==> src/rtl/stack_pkg.sv <==
// Shared types and constants for the stacking-game round sequencer.
package stack_pkg;

  typedef enum logic [2:0] {
    StIdle   = 3'd0,
    StSpawn  = 3'd1,
    StSwing  = 3'd2,
    StDrop   = 3'd3,
    StScore  = 3'd4,
    StSettle = 3'd5,
    StOver   = 3'd6
  } state_e;

  typedef logic [1:0] color_t;

  localparam color_t COL_NONE = 2'b00;
  localparam color_t COL_A    = 2'b01;
  localparam color_t COL_B    = 2'b10;
  localparam color_t COL_C    = 2'b11;

  localparam int unsigned DEF_LIVES        = 3;
  localparam int unsigned DEF_MAX_HEIGHT   = 100;
  localparam int unsigned DEF_DROP_TIMEOUT = 255;

  // Colour sequence skips COL_NONE so a spawned block always has a colour.
  function automatic color_t rotate_color(input color_t c);
    return (c == COL_C) ? COL_A : color_t'(c + 2'd1);
  endfunction

endpackage

==> src/rtl/stack_round_ctrl_if.sv <==
// Handshake bundle between the round sequencer and its game neighbours.
interface stack_round_ctrl_if;
  import stack_pkg::*;

  logic       start;
  logic       drop_btn;
  logic       tick;
  logic       land_hit;
  logic       land_miss;
  logic       spawn;
  logic       collision;
  color_t     color;
  logic [1:0] lives;
  logic [6:0] height;
  logic       game_over;
  logic       win;

  modport master (
    output start, drop_btn, tick, land_hit, land_miss,
    input  spawn, collision, color, lives, height, game_over, win
  );

  modport slave (
    input  start, drop_btn, tick, land_hit, land_miss,
    output spawn, collision, color, lives, height, game_over, win
  );

endinterface

==> src/rtl/stack_timer.sv <==
// Loadable down-counter; stops at zero, done is high while the count is zero.
module stack_timer #(
  parameter int unsigned Width = 8
) (
  input  logic             clk,
  input  logic             rst,
  input  logic             load,
  input  logic [Width-1:0] load_val,
  input  logic             en,
  output logic [Width-1:0] count,
  output logic             done
);

  logic [Width-1:0] cnt_q, cnt_d;

  always_comb begin
    cnt_d = cnt_q;
    if (load) begin
      cnt_d = load_val;
    end else if (en && (cnt_q != '0)) begin
      cnt_d = cnt_q - Width'(1);
    end
  end

  always_ff @(posedge clk) begin
    if (!rst) begin
      cnt_q <= '0;
    end else begin
      cnt_q <= cnt_d;
    end
  end

  assign count = cnt_q;
  assign done  = (cnt_q == '0);

endmodule

==> src/rtl/stack_round_ctrl.sv <==
// Per-block round sequencer: spawn, swing, drop, resolve hit/miss/timeout, track lives/height.
module stack_round_ctrl
  import stack_pkg::*;
#(
  parameter int unsigned LIVES         = DEF_LIVES,
  parameter int unsigned MAX_HEIGHT    = DEF_MAX_HEIGHT,
  parameter int unsigned DROP_TIMEOUT  = DEF_DROP_TIMEOUT,
  parameter int unsigned SETTLE_CYCLES = 4
) (
  input logic               clk,
  input logic               rst,
  stack_round_ctrl_if.slave bus
);

  localparam logic [1:0] LivesInit  = 2'(LIVES);
  localparam logic [6:0] HeightMax  = 7'(MAX_HEIGHT);
  localparam logic [7:0] DropLoad   = 8'(DROP_TIMEOUT - 1);
  localparam logic [7:0] SettleLoad = 8'(SETTLE_CYCLES - 1);

  state_e     state_q, state_d;
  color_t     color_q, color_d;
  color_t     next_col_q, next_col_d;
  logic [1:0] lives_q, lives_d;
  logic [6:0] height_q, height_d;
  logic       win_q, win_d;
  logic       spawn_q, collision_q, game_over_q;

  logic       drop_load, drop_done, timeout;
  logic       settle_load, settle_done, settle_last_next;
  logic [7:0] drop_cnt, settle_cnt;
  logic       unused_drop_cnt;

  // Timeout counts tick pulses; it fires on the tick that arrives with the count exhausted.
  stack_timer #(.Width(8)) u_drop_timer (
    .clk      (clk),
    .rst      (rst),
    .load     (drop_load),
    .load_val (DropLoad),
    .en       (bus.tick),
    .count    (drop_cnt),
    .done     (drop_done)
  );

  stack_timer #(.Width(8)) u_settle_timer (
    .clk      (clk),
    .rst      (rst),
    .load     (settle_load),
    .load_val (SettleLoad),
    .en       (1'b1),
    .count    (settle_cnt),
    .done     (settle_done)
  );

  assign unused_drop_cnt = ^drop_cnt;
  assign timeout         = bus.tick && drop_done;
  assign settle_load     = (state_d == StSettle) && (state_q != StSettle);
  // Colour is registered, so the blank for the final settle cycle is decided one cycle early.
  assign settle_last_next = (state_q == StSettle) ? (settle_cnt == 8'd1)
                                                  : (SETTLE_CYCLES == 32'd1);

  always_comb begin
    state_d    = state_q;
    color_d    = color_q;
    next_col_d = next_col_q;
    lives_d    = lives_q;
    height_d   = height_q;
    win_d      = win_q;
    drop_load  = 1'b0;

    unique case (state_q)
      StIdle, StOver: begin
        if (bus.start) begin
          lives_d  = LivesInit;
          height_d = '0;
          win_d    = 1'b0;
          state_d  = StSpawn;
        end
      end
      StSpawn: state_d = StSwing;
      StSwing: begin
        if (bus.drop_btn) begin
          drop_load = 1'b1;
          state_d   = StDrop;
        end
      end
      StDrop: begin
        if (bus.land_hit) begin
          state_d = StScore;
          if (height_q < HeightMax) begin
            height_d = height_q + 7'd1;
          end
        end else if (bus.land_miss || timeout) begin
          lives_d = (lives_q == 2'd0) ? 2'd0 : lives_q - 2'd1;
          state_d = (lives_q <= 2'd1) ? StOver : StSettle;
        end
      end
      StScore: begin
        if (height_q >= HeightMax) begin
          win_d   = 1'b1;
          state_d = StOver;
        end else begin
          state_d = StSettle;
        end
      end
      StSettle: begin
        if (settle_done) begin
          state_d = StSpawn;
        end
      end
      default: state_d = StIdle;
    endcase

    if ((state_d == StSpawn) && (state_q != StSpawn)) begin
      color_d    = next_col_q;
      next_col_d = rotate_color(next_col_q);
    end
    if ((state_d == StOver) || ((state_d == StSettle) && settle_last_next)) begin
      color_d = COL_NONE;
    end
  end

  always_ff @(posedge clk) begin
    if (!rst) begin
      state_q     <= StIdle;
      color_q     <= COL_NONE;
      next_col_q  <= COL_A;
      lives_q     <= LivesInit;
      height_q    <= '0;
      win_q       <= 1'b0;
      spawn_q     <= 1'b0;
      collision_q <= 1'b0;
      game_over_q <= 1'b0;
    end else begin
      state_q     <= state_d;
      color_q     <= color_d;
      next_col_q  <= next_col_d;
      lives_q     <= lives_d;
      height_q    <= height_d;
      win_q       <= win_d;
      spawn_q     <= (state_d == StSpawn);
      collision_q <= (state_d == StScore);
      game_over_q <= (state_d == StOver);
    end
  end

  assign bus.spawn     = spawn_q;
  assign bus.collision = collision_q;
  assign bus.color     = color_q;
  assign bus.lives     = lives_q;
  assign bus.height    = height_q;
  assign bus.game_over = game_over_q;
  assign bus.win       = win_q;

endmodule

==> src/flat_wrapper.sv <==
// flat-port wrapper written by rule: the top's interface ports become plain ports
module stack_round_ctrl_flat import stack_pkg::*;
#(
  parameter int unsigned LIVES         = DEF_LIVES,
  parameter int unsigned MAX_HEIGHT    = DEF_MAX_HEIGHT,
  parameter int unsigned DROP_TIMEOUT  = DEF_DROP_TIMEOUT,
  parameter int unsigned SETTLE_CYCLES = 4
)
  (clk, rst, bus_start, bus_drop_btn, bus_tick, bus_land_hit, bus_land_miss, bus_spawn, bus_collision, bus_color, bus_lives, bus_height, bus_game_over, bus_win);
  stack_round_ctrl_if bus_i ();
  input logic clk;
  input logic rst;
  input wire logic [$bits(bus_i.start)-1:0] bus_start;
  input wire logic [$bits(bus_i.drop_btn)-1:0] bus_drop_btn;
  input wire logic [$bits(bus_i.tick)-1:0] bus_tick;
  input wire logic [$bits(bus_i.land_hit)-1:0] bus_land_hit;
  input wire logic [$bits(bus_i.land_miss)-1:0] bus_land_miss;
  output wire logic [$bits(bus_i.spawn)-1:0] bus_spawn;
  output wire logic [$bits(bus_i.collision)-1:0] bus_collision;
  output wire logic [$bits(bus_i.color)-1:0] bus_color;
  output wire logic [$bits(bus_i.lives)-1:0] bus_lives;
  output wire logic [$bits(bus_i.height)-1:0] bus_height;
  output wire logic [$bits(bus_i.game_over)-1:0] bus_game_over;
  output wire logic [$bits(bus_i.win)-1:0] bus_win;
  assign bus_i.start = bus_start;
  assign bus_i.drop_btn = bus_drop_btn;
  assign bus_i.tick = bus_tick;
  assign bus_i.land_hit = bus_land_hit;
  assign bus_i.land_miss = bus_land_miss;
  assign bus_spawn = bus_i.spawn;
  assign bus_collision = bus_i.collision;
  assign bus_color = bus_i.color;
  assign bus_lives = bus_i.lives;
  assign bus_height = bus_i.height;
  assign bus_game_over = bus_i.game_over;
  assign bus_win = bus_i.win;
  stack_round_ctrl #(.LIVES(LIVES), .MAX_HEIGHT(MAX_HEIGHT), .DROP_TIMEOUT(DROP_TIMEOUT), .SETTLE_CYCLES(SETTLE_CYCLES)) u_core (.clk(clk), .rst(rst), .bus(bus_i));
endmodule
==> config.mk <==
export PLATFORM = sky130hd
export DESIGN_NAME = stack_round_ctrl_flat
export DESIGN_NICKNAME = d
export VERILOG_FILES = /design/src/rtl/stack_pkg.sv /design/src/rtl/stack_round_ctrl_if.sv /design/src/rtl/stack_timer.sv /design/src/rtl/stack_round_ctrl.sv /design/src/flat_wrapper.sv
export SDC_FILE = /design/constraint.sdc
export NUM_CORES = 1
export LEC_CHECK = 0
export ABC_AREA = 0
export CAP_MARGIN = 20
export CORE_ASPECT_RATIO = 0.5
export CORE_MARGIN = 1
export CORE_UTILIZATION = 35
export CTS_BUF_LIST = sky130_fd_sc_hd__clkbuf_4 sky130_fd_sc_hd__clkbuf_8
export DETAILED_ROUTE_END_ITERATION = 8
export DONT_BUFFER_PORTS = 1
export GPL_ROUTABILITY_DRIVEN = 0
export SYNTH_ARGS = -nofsm -noshare
export SYNTH_HDL_FRONTEND = slang
export SYNTH_SLANG_ARGS = --single-unit
==> constraint.sdc <==
create_clock -name clk -period 4.1 [get_ports clk]
set_input_delay 0.41 -clock clk [delete_from_list [all_inputs] [get_ports clk]]
set_output_delay 0.41 -clock clk [all_outputs]
set_load 0.01 [all_outputs]
## Yosys cells after proc, flatten, opt, wreduce, memory -nomap -nowiden

Index checks and enable logic that the tools add are counted.

- Muxes and demuxes: 28
- Reductions and logical operators: 24
- Bitwise operators: 1
- Order comparisons: 3
- Add/subtract/negate cells: 5
- Equal/unequal tests: 20

Operators with widths:

| kind | number |
|---|---|
| 7-bit two-way mux | 3 |
| 3-bit == test, second input constant | 6 |
| 2-bit two-way mux | 9 |
| 3-bit case mux with 6 select lines | 1 |
| 8-bit zero test | 2 |
| 8-bit two-way mux | 2 |
| 8-bit nonzero test | 2 |
| 8-bit by 1-bit subtractor with 8-bit output, second input constant | 2 |
| 3-bit two-way mux | 5 |
| 7-bit case mux with 2 select lines | 1 |
| 8-bit by 1-bit == test with 1-bit output, second input constant | 1 |
| 4-bit AND reduction | 2 |
| 2-bit nonzero test | 4 |
| 2-bit OR reduction | 4 |
| 7-bit by 1-bit adder with 7-bit output, second input constant | 1 |
| 7-bit >= comparator, second input constant | 1 |
| 7-bit < comparator, second input constant | 1 |
| 3-bit by 1-bit == test with 1-bit output, second input constant | 2 |
| 3-bit by 2-bit == test with 1-bit output, second input constant | 2 |
| 2-bit by 1-bit != test with 1-bit output, second input constant | 3 |
| 2-bit != test, second input constant | 3 |
| 1-bit logical AND | 5 |
| 1-bit two-way mux | 5 |
| 2-bit case mux with 2 select lines | 1 |
| other kinds (12) | 13 |

- Output and inout port bits: 15
- Flip-flop bits (word level): 36

## Depth between registers and ports, before layout

Gate-level depths: netlist of run 1.

- Depth after elaboration: 10
- Depth in mapped cells: 8

## Cells and area by module

Synthesis of run 1 repeated with hierarchy kept, for this count alone.

- Cells, all modules: 250
- Area total of the unflattened synthesis: 2190.9 µm²

Modules (own cells, without submodules):

| module | times used | area an instance (µm²) | cells each |
|---|---|---|---|
| stack_round_ctrl | 1 | 1174.9 | 134 |
| stack_timer | 2 | 508.0 | 58 |

## Worst setup path before layout of run 1

OpenSTA, ideal clock, no wires.

- Path kind: register to register
- Start point: register u_core.u_settle_timer.cnt_q[0] (netlist: u_core.u_settle_timer.count[0])
- End point: register u_core.u_settle_timer.cnt_q[2] (netlist: u_core.u_settle_timer.count[2])
- Library setup time: 64 ps
- Required time: 4036 ps
- Stages on the path, launching flop included: 9
- Clock period less this slack: 1827 ps
- Data arrival time: 1763 ps
- Path slack: 2273 ps
- Path through: dfxtp_1 > inv_1 > ha_1 > nor4b_4 > a21boi_1 > or4_4 > nand3_2 > nand3_4 > nor2_1

- Word-level cells in the longest chain between the ends: 6
- Elaborated cells on any way between the ends: 8
- Classes of those cells: 1 x add/sub; 1 x eq/ne; 2 x mux; 4 x reduce/logical

Ends and longest elaborated chain:

| item | line | source |
|---|---|---|
| start, declared | stack_timer.sv:14 | `logic [Width-1:0] cnt_q, cnt_d;` |
| start signal, assigned | stack_timer.sv:29 | `cnt_q <= cnt_d;` |
| 8-bit zero test | stack_timer.sv:34 | `assign done = (cnt_q == '0);` |
| 3-bit two-way mux | stack_round_ctrl.sv:106 | `if (settle_done) begin` |
| 3-bit case mux with 6 select lines | stack_round_ctrl.sv:70 | `unique case (state_q)` |
| 3-bit == test | stack_round_ctrl.sv:56 | `assign settle_load = (state_d == StSettle) && (state_q != StSettle);` |
| 1-bit logical AND | stack_round_ctrl.sv:56 |  |
| 2-bit OR reduction (no line) | -- |  |

Parallel ways exist; a longest one is shown, timed or not.
A chain may end at the register's enable or synchronous reset.

## Final worst setup path of run 1

- Start point: register u_core.u_settle_timer.cnt_q[0] (netlist: u_core.u_settle_timer.count[0])
- End point: register u_core.color_q[0] (netlist: u_core.bus.color[0])

- Word-level cells in the longest chain between the ends: 7
- Elaborated cells on any way between the ends: 12
- Classes of those cells: 4 x eq/ne; 3 x mux; 5 x reduce/logical

Ends and longest elaborated chain:

| item | line | source |
|---|---|---|
| 8-bit zero test | stack_timer.sv:34 |  |
| 3-bit two-way mux | stack_round_ctrl.sv:106 |  |
| 3-bit case mux with 6 select lines | stack_round_ctrl.sv:70 |  |
| 3-bit == test | stack_round_ctrl.sv:117 | `if ((state_d == StOver) \|\| ((state_d == StSettle) && settle_last_next)) begin` |
| 1-bit logical AND | stack_round_ctrl.sv:117 |  |
| 1-bit logical OR | stack_round_ctrl.sv:117 |  |
| 2-bit OR reduction (no line) | -- |  |
| end signal, assigned | stack_round_ctrl.sv:135 | `color_q <= color_d;` |
| end, declared | stack_round_ctrl.sv:21 | `color_t color_q, color_d;` |

Parallel ways exist; a longest one is shown, timed or not.

==> results of run 1 <==
## per-stage QoR
step	std cells	setup WS, ns	power (µW)	cell area (µm²)	util, %
5_1_grt	283	1.90	1620	2030	40.4
4_1_cts	282	2.05	1510	2020	40.2
3_5_place_dp	274	2.07	1230	1920	38.3
2_1_floorplan	210	2.27	1110	1860	-
6_report	283	2.07	1500	2030	40.4
3_3_place_gp	274	2.05	1220	1920	38.3
## logic make-up after synthesis
family | Yosys count
mux | 1
compound gates | 42
simple gates | 88
xor+xnor | 19
buf+inv | 17
flops | 36
fa+ha+maj | 7
## critical path, cell delays in order (launching register included)
cell,delay (ns)
dfxtp_1,0.34
inv_1,0.07
ha_1,0.20
nor4b_4,0.24
a21boi_1,0.17
or4_4,0.58
o221ai_1,0.13
o221ai_1,0.17
## where the power goes
part	internal (µW)	switching (µW)
sequential	447	129
clock	150	121
combinational	294	358
total	892	607
## layout make-up
cell class / count / share of cell area [%]
well taps: 70 / 4.32
inverters: 11 / 2.04
repair buffers: 1 / 0.370
multi-input cells: 157 / 52.9
flip-flops and latches: 36 / 35.6
clock buffers: 8 / 4.81
## metal layers
metal	vias up	wire length, µm	share of wire, %
li1	750	-	-
met3	5	184	5.0
met5	-	0	0
met1	651	1920	52
met2	22	1550	42
met4	0	44	1.2
## path summary, 6_finish.rpt
path              cells after the start                           start              endpoint  slack (ns)
hold / removal                        1                             rst  u_core.next_col_q[0]        0.23
setup reg to reg                      7  u_core.u_settle_timer.count[0]   u_core.bus.color[0]        2.07
setup / recovery                      7  u_core.u_settle_timer.count[0]   u_core.bus.color[0]        2.07
hold reg to reg                       2            u_core.bus.height[6]  u_core.bus.height[6]        0.52
## flip-flops by register name (all words and copies together) (netlist names)
| signal | count |
|---|---|
| u_core.u_drop_timer.count | 8 |
| u_core.u_settle_timer.count | 8 |
| u_core.bus.height | 7 |
| u_core.state_q | 3 |
| u_core.bus.color | 2 |
| u_core.bus.lives | 2 |
| u_core.next_col_q | 2 |
| u_core.bus.collision | 1 |
| u_core.bus.game_over | 1 |
| u_core.bus.spawn | 1 |
| u_core.bus.win | 1 |
## cells in the final DEF (no fill, tap or decap), types with 2 or more instances in the layout
master,synthesis,layout
nand2b_1,4,4
and3_1,3,3
clkbuf_4,0,3
nor4_4,2,2
clkbuf_8,0,6
nand2_1,19,19
xor2_1,11,11
o211a_1,2,2
o221ai_1,3,3
o21ai_1,2,2
ha_1,7,7
a21oi_1,14,14
inv_1,11,11
nor3_1,9,9
nand3_1,5,5
xnor2_1,8,8
nand4_1,6,6
o21ai_0,5,5
nor2b_1,3,3
nor2_1,23,23
dfxtp_1,36,36
==> flow_metrics.tcl, run 1 <==
set metrics [dict create \
    status "completed" \
    port_buffers 0 \
    finalCriticalPeriod_ns 2.03 \
    vias_per_cell 5.05 \
    yosys.area.top_type_share_pct 38.7 \
    synthCells 210 \
    ctsHoldBuffers 0 \
    cp.arrival_ns 2.18 \
    cts.path.max_buffers 2 \
    ys_top_cells_by_count "36 x dfxtp_1, 23 x nor2_1, 19 x nand2_1" \
    use_met3_pct 4.60 \
    root_buffer "clkbuf_8" \
    grt_use_met1_pct 18.4 \
    hpwl_um 2780 \
    multi_input_area_um2 1070 \
    dieArea_um2 5630 \
    n_fill_cell 513 \
    synth_cell_type_count 52 \
    critical_path_class "flip-flop to flip-flop" \
    num_vias 1428 \
    drv_cap 0 \
    hold_class "input port to flip-flop" \
    area_delta_synth_final_pct 8.94 \
    cts_setup_buffers 0 \
    dr.pass1.iters 4 \
    synthArstFlopShare_pct 0 \
    fin_worst_skew_ns 0.00468 \
    final-seq-area_um2 721 \
    cellPowerDensity_nw_per_um2 739 \
    synth-main-ff-cell "dfxtp_1" \
    ys_seq_elements 36 \
    n_antenna_cell 0 \
    cp-end-kind "flip-flop" \
    die_w_um 105 \
    remaining_drc_errors 0 \
    peakVddDrop_mv 0.187 \
    grt_usage_pct 14.0 \
    nets 226 \
    drt_iter0_drc 39 \
    synth_compound_area_share_pct 15.6 \
    slew_violations 0 \
    synth_enable_flop_cells 0 \
    grt_pass1_wl_um 6070 \
    tightest_slew_ns 0.489 \
    path_clk_slew_ns 0.07 \
    hold_ws_ns 0.235 \
    cts_buffers 5 \
    cp-start-kind "flip-flop" \
    grt_use_met2_pct 22.0 \
    antenna_found_initial 0 \
    yosys.area.top_type "dfxtp_1" \
    ios 22 \
    yosysWarnings 0 \
    synth_area_per_cell_um2 8.86 \
    h-tree-depth 2 \
    relSlewSlack_pct 67.2 \
    leakage_uw 0.000768 \
    grt_max_degree 17 \
    synth.most_common_cell "dfxtp_1" \
    cp_max_fo 4 \
    ys_seq_area_share_pct 38.7 \
    drive_gt1_share_pct 10.3 \
    gr-max-usage-layer "met2" \
    start_util_pct 37.0 \
    num_rows 18 \
    post_cts_resized 0 \
    setup_violations 0 \
    synthXorXnorAreaFrac_pct 8.94 \
    synthAdderAreaFrac_pct 4.71 \
    wl_per_cell_um 13.1 \
    die_h_um 53.6 \
    post-route-period-util_pct 49.4 \
    synthMuxAreaShare_pct 0.605 \
    grt_remaining_overflow 0 \
    synth_fp_nets 224 \
    postRouteAntennaNets 0 \
    rsz0062_at_grt "false" \
    finalSetupTns_ns 0 \
    hold_viol 0 \
    worstPathRequired_ns 4.26 \
    core-area_um2 5020 \
    grt_pass1_vias 1274 \
    syn-cell-area_um2 1860 \
    synth-simple-area-share_pct 27.8 \
    clock_sinks 36 \
    synth_top_family_by_area "simple AND/OR/NAND/NOR gates" \
    wl_um 3700 \
    fmaxAchievable_mhz 493 \
    clock_latency_ns 0.28 \
    ys_top_cells_by_area "dfxtp_1 39%, xor2_1 5.2%, ha_1 4.7%" \
    cts_tree "yes" \
]
(Power assumes the default switching activity.)
==> inputs of run 2 (changes only) <==
- ABC_AREA: 0 -> 1
- clock period: 4.1 -> 1.7 ns (I/O delays scaled with it)
==> run 2 against run 1 <==
Effect of this change:
- utilization up 11 points
- sequential power up 110%
- non-clock buffer count up 35
- sequential cell count unchanged
- critical path depth up 6
- first-iteration DRC count up 62%
- clock-buffer cell count down 1
- design area up 29%
- clock power rose to 3.0 times the previous value
- total power rose to 2.6 times the previous value
==> flow_metrics.tcl, run 2 <==
set metrics [dict create \
    cp_top_family "simple AND/OR/NAND/NOR gates" \
    grt_remaining_overflow 0 \
    wl_met3_um 191 \
    ys_seq_elements 36 \
    nets 332 \
    hold_class "input port to flip-flop" \
    synthCells 276 \
    reg2reg_from "u_core.u_settle_timer.count[1]" \
    slew_violations 0 \
    cp_num_buf_inv 2 \
    syn-cell-area_um2 1930 \
    leakage_uw 0.00118 \
    hpwl_um 3240 \
    cts_tree "yes" \
    ys_top_cells_by_count "55 x nand2_1, 46 x inv_1, 40 x nor2_1" \
    h-tree-depth 2 \
    worstPathRequired_ns 1.88 \
    final-seq-area_um2 731 \
    crit_chain "inv_2 -> ha_4 -> nand3_4 -> nor2_4 -> nand2_2 -> nand2_2 -> nand2_2 -> a21oi_4 -> nand4_4 -> nand2_2 -> nand2_1 -> inv_1 -> nor2_1" \
    path_clk_slew_ns 0.07 \
    tightest_slew_ns 0.323 \
    finalSetupTns_ns 0 \
    synth_area_per_cell_um2 7.01 \
    fin_worst_skew_ns 0.00384 \
    cellPowerDensity_nw_per_um2 1500 \
    port_buffers 0 \
    critical_path_class "flip-flop to flip-flop" \
    postRouteAntennaNets 0 \
    cp_slowest_cell "dfxtp_2" \
    root_buffer "clkbuf_8" \
    fmaxAchievable_mhz 609 \
    dr.pass1.iters 4 \
    dp.cells 371 \
    finalCriticalPeriod_ns 1.64 \
    synth.most_common_cell "nand2_1" \
    antenna_found_initial 0 \
    cp-end-kind "flip-flop" \
    multi_input_area_um2 1200 \
    slowest_delay_ns 0.33 \
    cp-start-kind "flip-flop" \
    routed.top_layer "met4" \
    drt-met1-wl_um 2050 \
    post-route-period-util_pct 96.6 \
    cp_max_fo 7 \
    area_delta_synth_final_pct 34.7 \
    clock_latency_ns 0.28 \
    hold_ws_ns 0.0305 \
    yosysWarnings 0 \
    grt_pass1_vias 1662 \
    ios 22 \
    yosys.area.top_type_share_pct 37.3 \
    die_h_um 54.6 \
    synth-main-ff-cell "dfxtp_1" \
    finish.utilization_pct 51.0 \
    synthArstFlopShare_pct 0 \
    relSlewSlack_pct 78.3 \
    wl_per_cell_um 11.6 \
    num_rows 18 \
    drive_gt1_share_pct 32.9 \
    critPathLaunch "u_core.u_settle_timer.count[1]" \
    clock_sinks 36 \
    start_util_pct 37.8 \
    dieArea_um2 5850 \
    min_from "rst" \
    grt_usage_pct 15.6 \
    final_cells 389 \
    setup_violations 0 \
    n_fill_cell 496 \
    cp.arrival_ns 1.82 \
    num_vias 1879 \
    synth_fp_nets 290 \
    cts_buffers 5 \
    status "completed" \
    vias_per_cell 4.83 \
    grt_pass1_wl_um 6980 \
    cts.path.max_buffers 2 \
    peakVddDrop_mv 0.521 \
    ys_seq_area_share_pct 37.3 \
    layout_common_cells "44 x nand2_1, 39 x inv_1, 34 x buf_4" \
    yosys.area.top_type "dfxtp_1" \
    core-area_um2 5110 \
    drv_cap 0 \
    rsz0062_at_grt "true" \
    die_w_um 107 \
    wl_um 4530 \
    synth_cell_type_count 34 \
    hold_viol 0 \
    ys_top_cells_by_area "dfxtp_1 37%, nand2_1 11%, inv_1 8.9%" \
    cp_common_cell "nand2_2" \
    synth_enable_flop_cells 0 \
    layout_commonest_cell "nand2_1" \
    n_antenna_cell 0 \
    grt_max_degree 18 \
    drt_iter0_drc 63 \
    remaining_drc_errors 0 \
    met2_length_um 2280 \
]
[run 2: changes by cell type in the layout (fill, tap and decap cells not counted), moves of 9 or more]
cell | before | now
buf_4 | 0 | 34
inv_1 | 11 | 39
inv_2 | 0 | 10
nand2_1 | 19 | 44
nand2_2 | 1 | 10
nor2_1 | 23 | 32
[run 2: per-layer routing]
metal  global-route usage [%]  vias up
met1                     18.6      887
met2                     28.4       26
met5                        0        -
met3                     5.12        2
met4                     3.20        0
li1                         -      964
[run 2: worst paths after layout]
check | slack [ns] | end | depth (start not counted)
hold / removal | 0.03 | u_core.u_drop_timer.count[5] | 2
setup reg to reg | 0.06 | u_core.bus.color[1] | 13
setup / recovery | 0.06 | u_core.bus.color[1] | 13
hold reg to reg | 0.50 | u_core.u_drop_timer.count[0] | 2
[run 2: worst reg2reg max path, stage by stage (launching register included)]
cell and delay, ns:
dfxtp_2 0.33, inv_2 0.08, ha_4 0.15, nand3_4 0.08, nor2_4 0.11, nand2_2 0.07, nand2_2 0.06, nand2_2 0.06
a21oi_4 0.21, nand4_4 0.17, nand2_2 0.10, nand2_1 0.05, inv_1 0.05, nor2_1 0.03
[run 2: what timing repair did]
item	CTS	global route
pin swaps	8	21
buffers inserted	1	8
hold buffers	1	0
hold endpoints to repair	3	0
setup endpoints to repair	9	26
resized for setup	8	45
[run 2: layout make-up]
type                       instances  share of cell area (%)
sequential                        36                    28.0
inverter                          50                    7.20
timing repair buffer              36                    10.6
multi-input combinational        189                    45.9
tap                               70                    3.36
clock buffer                       7                    3.70
clock inverter                     1                    1.15
[run 2: power by group]
group          total [µW]  leakage (µW)  switching [µW]  internal, µW
logic                1880      0.000820            1030           843
clock network         826     0.0000645             308           518
registers            1200      0.000298             155          1040
total                3900       0.00118            1500          2400
[run 2: logic make-up (layout without fill, tap and decap cells)]
family / count (synthesis) / after routing / synth area share [%]
compound gates: 43 / 43 / 12.9
xor+xnor: 5 / 5 / 2.26
fa+ha+maj: 7 / 7 / 4.53
buf+inv: 51 / 94 / 9.90
flops: 36 / 36 / 37.3
simple gates: 134 / 134 / 33.2
[run 2: through the flow]
stage          instance area [µm²]  total power [µW]  worst slack [ns]
2_1_floorplan                 1950              2200            0.0259
3_3_place_gp                  2230              2610            0.0166
3_5_place_dp                  2230              2660           -0.0614
4_1_cts                       2390              3530           0.00834
5_1_grt                       2610              4230            -0.112
6_report                      2610              3900            0.0582
==> inputs of run 3 (changes only) <==
- MAX_ROUTING_LAYER: not set -> met4
- REMOVE_ABC_BUFFERS: not set -> 1
==> run 3 against run 2 <==
Effect of this change:
- clock skew increased by 0.0022 ns
- clock-buffer cell count stayed put
- combinational power up 16%
- hold slack got worse by 0.016 ns
- design area increased by 4.5%
- fmax decreased by 0.72%
- sequential share of layout area fell by 1.3 points
- register-to-register slack barely moved
- total power increased by 7.6%
- die area stayed put
- non-clock buffer count increased by 15
- critical path type unchanged
- critical endpoint unchanged
- largest power group unchanged
==> flow_metrics.tcl, run 3 (synthesis results as in run 2) <==
set metrics [dict create \
    status "completed" \
    fin_worst_skew_ns 0.00605 \
    cp.arrival_ns 1.84 \
    layout_common_cells "47 x buf_4, 45 x nand2_1, 37 x inv_1" \
    slew_violations 0 \
    cts_buffers 5 \
    postRouteAntennaNets 0 \
    cellPowerDensity_nw_per_um2 1540 \
    h-tree-depth 2 \
    cp-start-kind "flip-flop" \
    slowest_delay_ns 0.34 \
    relSlewSlack_pct 83.2 \
    grt_pass1_wl_um 7620 \
    cp_slowest_cell "dfxtp_2" \
    dr.pass1.iters 4 \
    critical_path_class "flip-flop to flip-flop" \
    path_clk_slew_ns 0.07 \
    post-route-period-util_pct 97.3 \
    die_h_um 54.6 \
    tightest_slew_ns 0.250 \
    root_buffer "clkbuf_8" \
    grt_usage_pct 17.9 \
    n_antenna_cell 0 \
    ios 22 \
    hold_class "input port to flip-flop" \
    drive_gt1_share_pct 35.6 \
    cp_num_buf_inv 2 \
    hpwl_um 3350 \
    grt_remaining_overflow 0 \
    cts.path.max_buffers 2 \
    power_uw 4200 \
    rsz0062_at_grt "true" \
    place_area_um2 2200 \
    area_delta_synth_final_pct 40.7 \
    drv_cap 0 \
    peakVddDrop_mv 0.505 \
    drt_iter0_drc 60 \
    dieArea_um2 5850 \
    wl_per_cell_um 12.4 \
    cp_common_cell "nand2_2" \
    cp_max_fo 7 \
    nets 347 \
    cp_top_family "simple AND/OR/NAND/NOR gates" \
    cts_tree "yes" \
    port_buffers 0 \
    worstPathRequired_ns 1.89 \
    leakage_uw 0.00124 \
    fmaxAchievable_mhz 605 \
    remaining_drc_errors 0 \
    clock_sinks 36 \
    core-area_um2 5110 \
    n_fill_cell 463 \
    wl_um 5020 \
    layout_commonest_cell "buf_4" \
    crit_chain "inv_2 -> ha_4 -> nand3_4 -> nor2_4 -> nand2_2 -> nand2_2 -> nand2_2 -> a21oi_4 -> nand4_4 -> nand2_1 -> nand2_1 -> inv_1 -> nor2_1" \
    grt_max_degree 18 \
    die_w_um 107 \
    num_rows 18 \
    clock_latency_ns 0.29 \
    grt_pass1_vias 1733 \
    setup_violations 0 \
    start_util_pct 37.8 \
    finalCriticalPeriod_ns 1.65 \
    cp-end-kind "flip-flop" \
    antenna_found_initial 0 \
    vias_per_cell 4.80 \
    hold_viol 0 \
    design_area_um2 2720 \
    num_vias 1938 \
]
-- run 3: cell types whose count changed in the layout (fill, tap and decap cells not counted), moves of 2 or more --
cell,before,now
nand2_8,0,2
inv_1,39,37
dfxtp_1,28,30
nand3_1,6,8
buf_6,1,3
a21oi_1,20,18
inv_2,10,12
o21ai_0,11,9
dfxtp_2,8,6
o21ai_1,0,2
nand2_4,6,2
buf_4,34,47
-- run 3: routing by layer --
metal	vias up	global-route usage [%]	wire, µm	share of wire [%]
met4	0	5.48	80	1.6
met5	-	-	0	0
met2	32	31.6	2420	48
li1	997	-	-	-
met1	895	19.7	2290	46
met3	14	6.07	231	4.6
-- run 3: what timing repair did --
item | in CTS | in global routing
hold buffers | 1 | 0
endpoints found under the setup margin | 14 | 23
gates resized for setup | 22 | 39
setup buffers | 13 | 13
endpoints found under the hold margin | 3 | 0
pin swaps | 13 | 18
-- run 3: where the power goes --
| part | total (µW) | leakage, µW | internal (µW) | switching, µW |
|---|---|---|---|---|
| Combinational | 2180 | 0.000879 | 1070 | 1120 |
| Sequential | 1190 | 0.000297 | 1040 | 155 |
| Clock | 821 | 0.0000645 | 517 | 303 |
| Total | 4200 | 0.00124 | 2620 | 1580 |
-- run 3: through the flow --
step	setup TNS (ns)	instances	util, %	setup slack (ns)	hold slack (ns)
5_1_grt	-0.273	404	53.2	-0.0671	0.00881
3_3_place_gp	-0.0970	369	43.0	-0.0434	0.274
3_5_place_dp	-0.309	369	43.0	-0.0580	0.285
6_report	0	404	53.2	0.0463	0.0143
4_1_cts	0	391	48.9	0.00402	0.00902
2_1_floorplan	-0.0803	275	-	-0.0352	0.268
-- run 3: cell type report --
type	count	area, µm²	share of cell area (%)
Multi-Input combinational cell	189	1190	43.9
Sequential cell	36	728	26.8
Timing Repair Buffer	51	397	14.6
Inverter	50	188	6.90
Clock buffer	7	96.3	3.54
Tap cell	70	87.6	3.22
Clock inverter	1	30.0	1.10
-- run 3: worst paths after layout --
kind,start,endpoint,slack (ns),cells after the start
setup / recovery,u_core.u_settle_timer.count[1],u_core.bus.color[1],0.05,13
hold / removal,rst,u_core.u_drop_timer.count[5],0.01,2
setup reg to reg,u_core.u_settle_timer.count[1],u_core.bus.color[1],0.05,13
hold reg to reg,u_core.u_drop_timer.count[0],u_core.u_drop_timer.count[0],0.49,2
-- run 3: worst register-to-register path, delay by kind of cell (launching register included) --
kind | cells | cell delay (ns)
buffers and inverters | 2 | 0.12
and+or+nand+nor | 9 | 0.72
adders and majority gates | 1 | 0.15
AOI/OAI and AO/OA | 1 | 0.22
DFF | 1 | 0.34
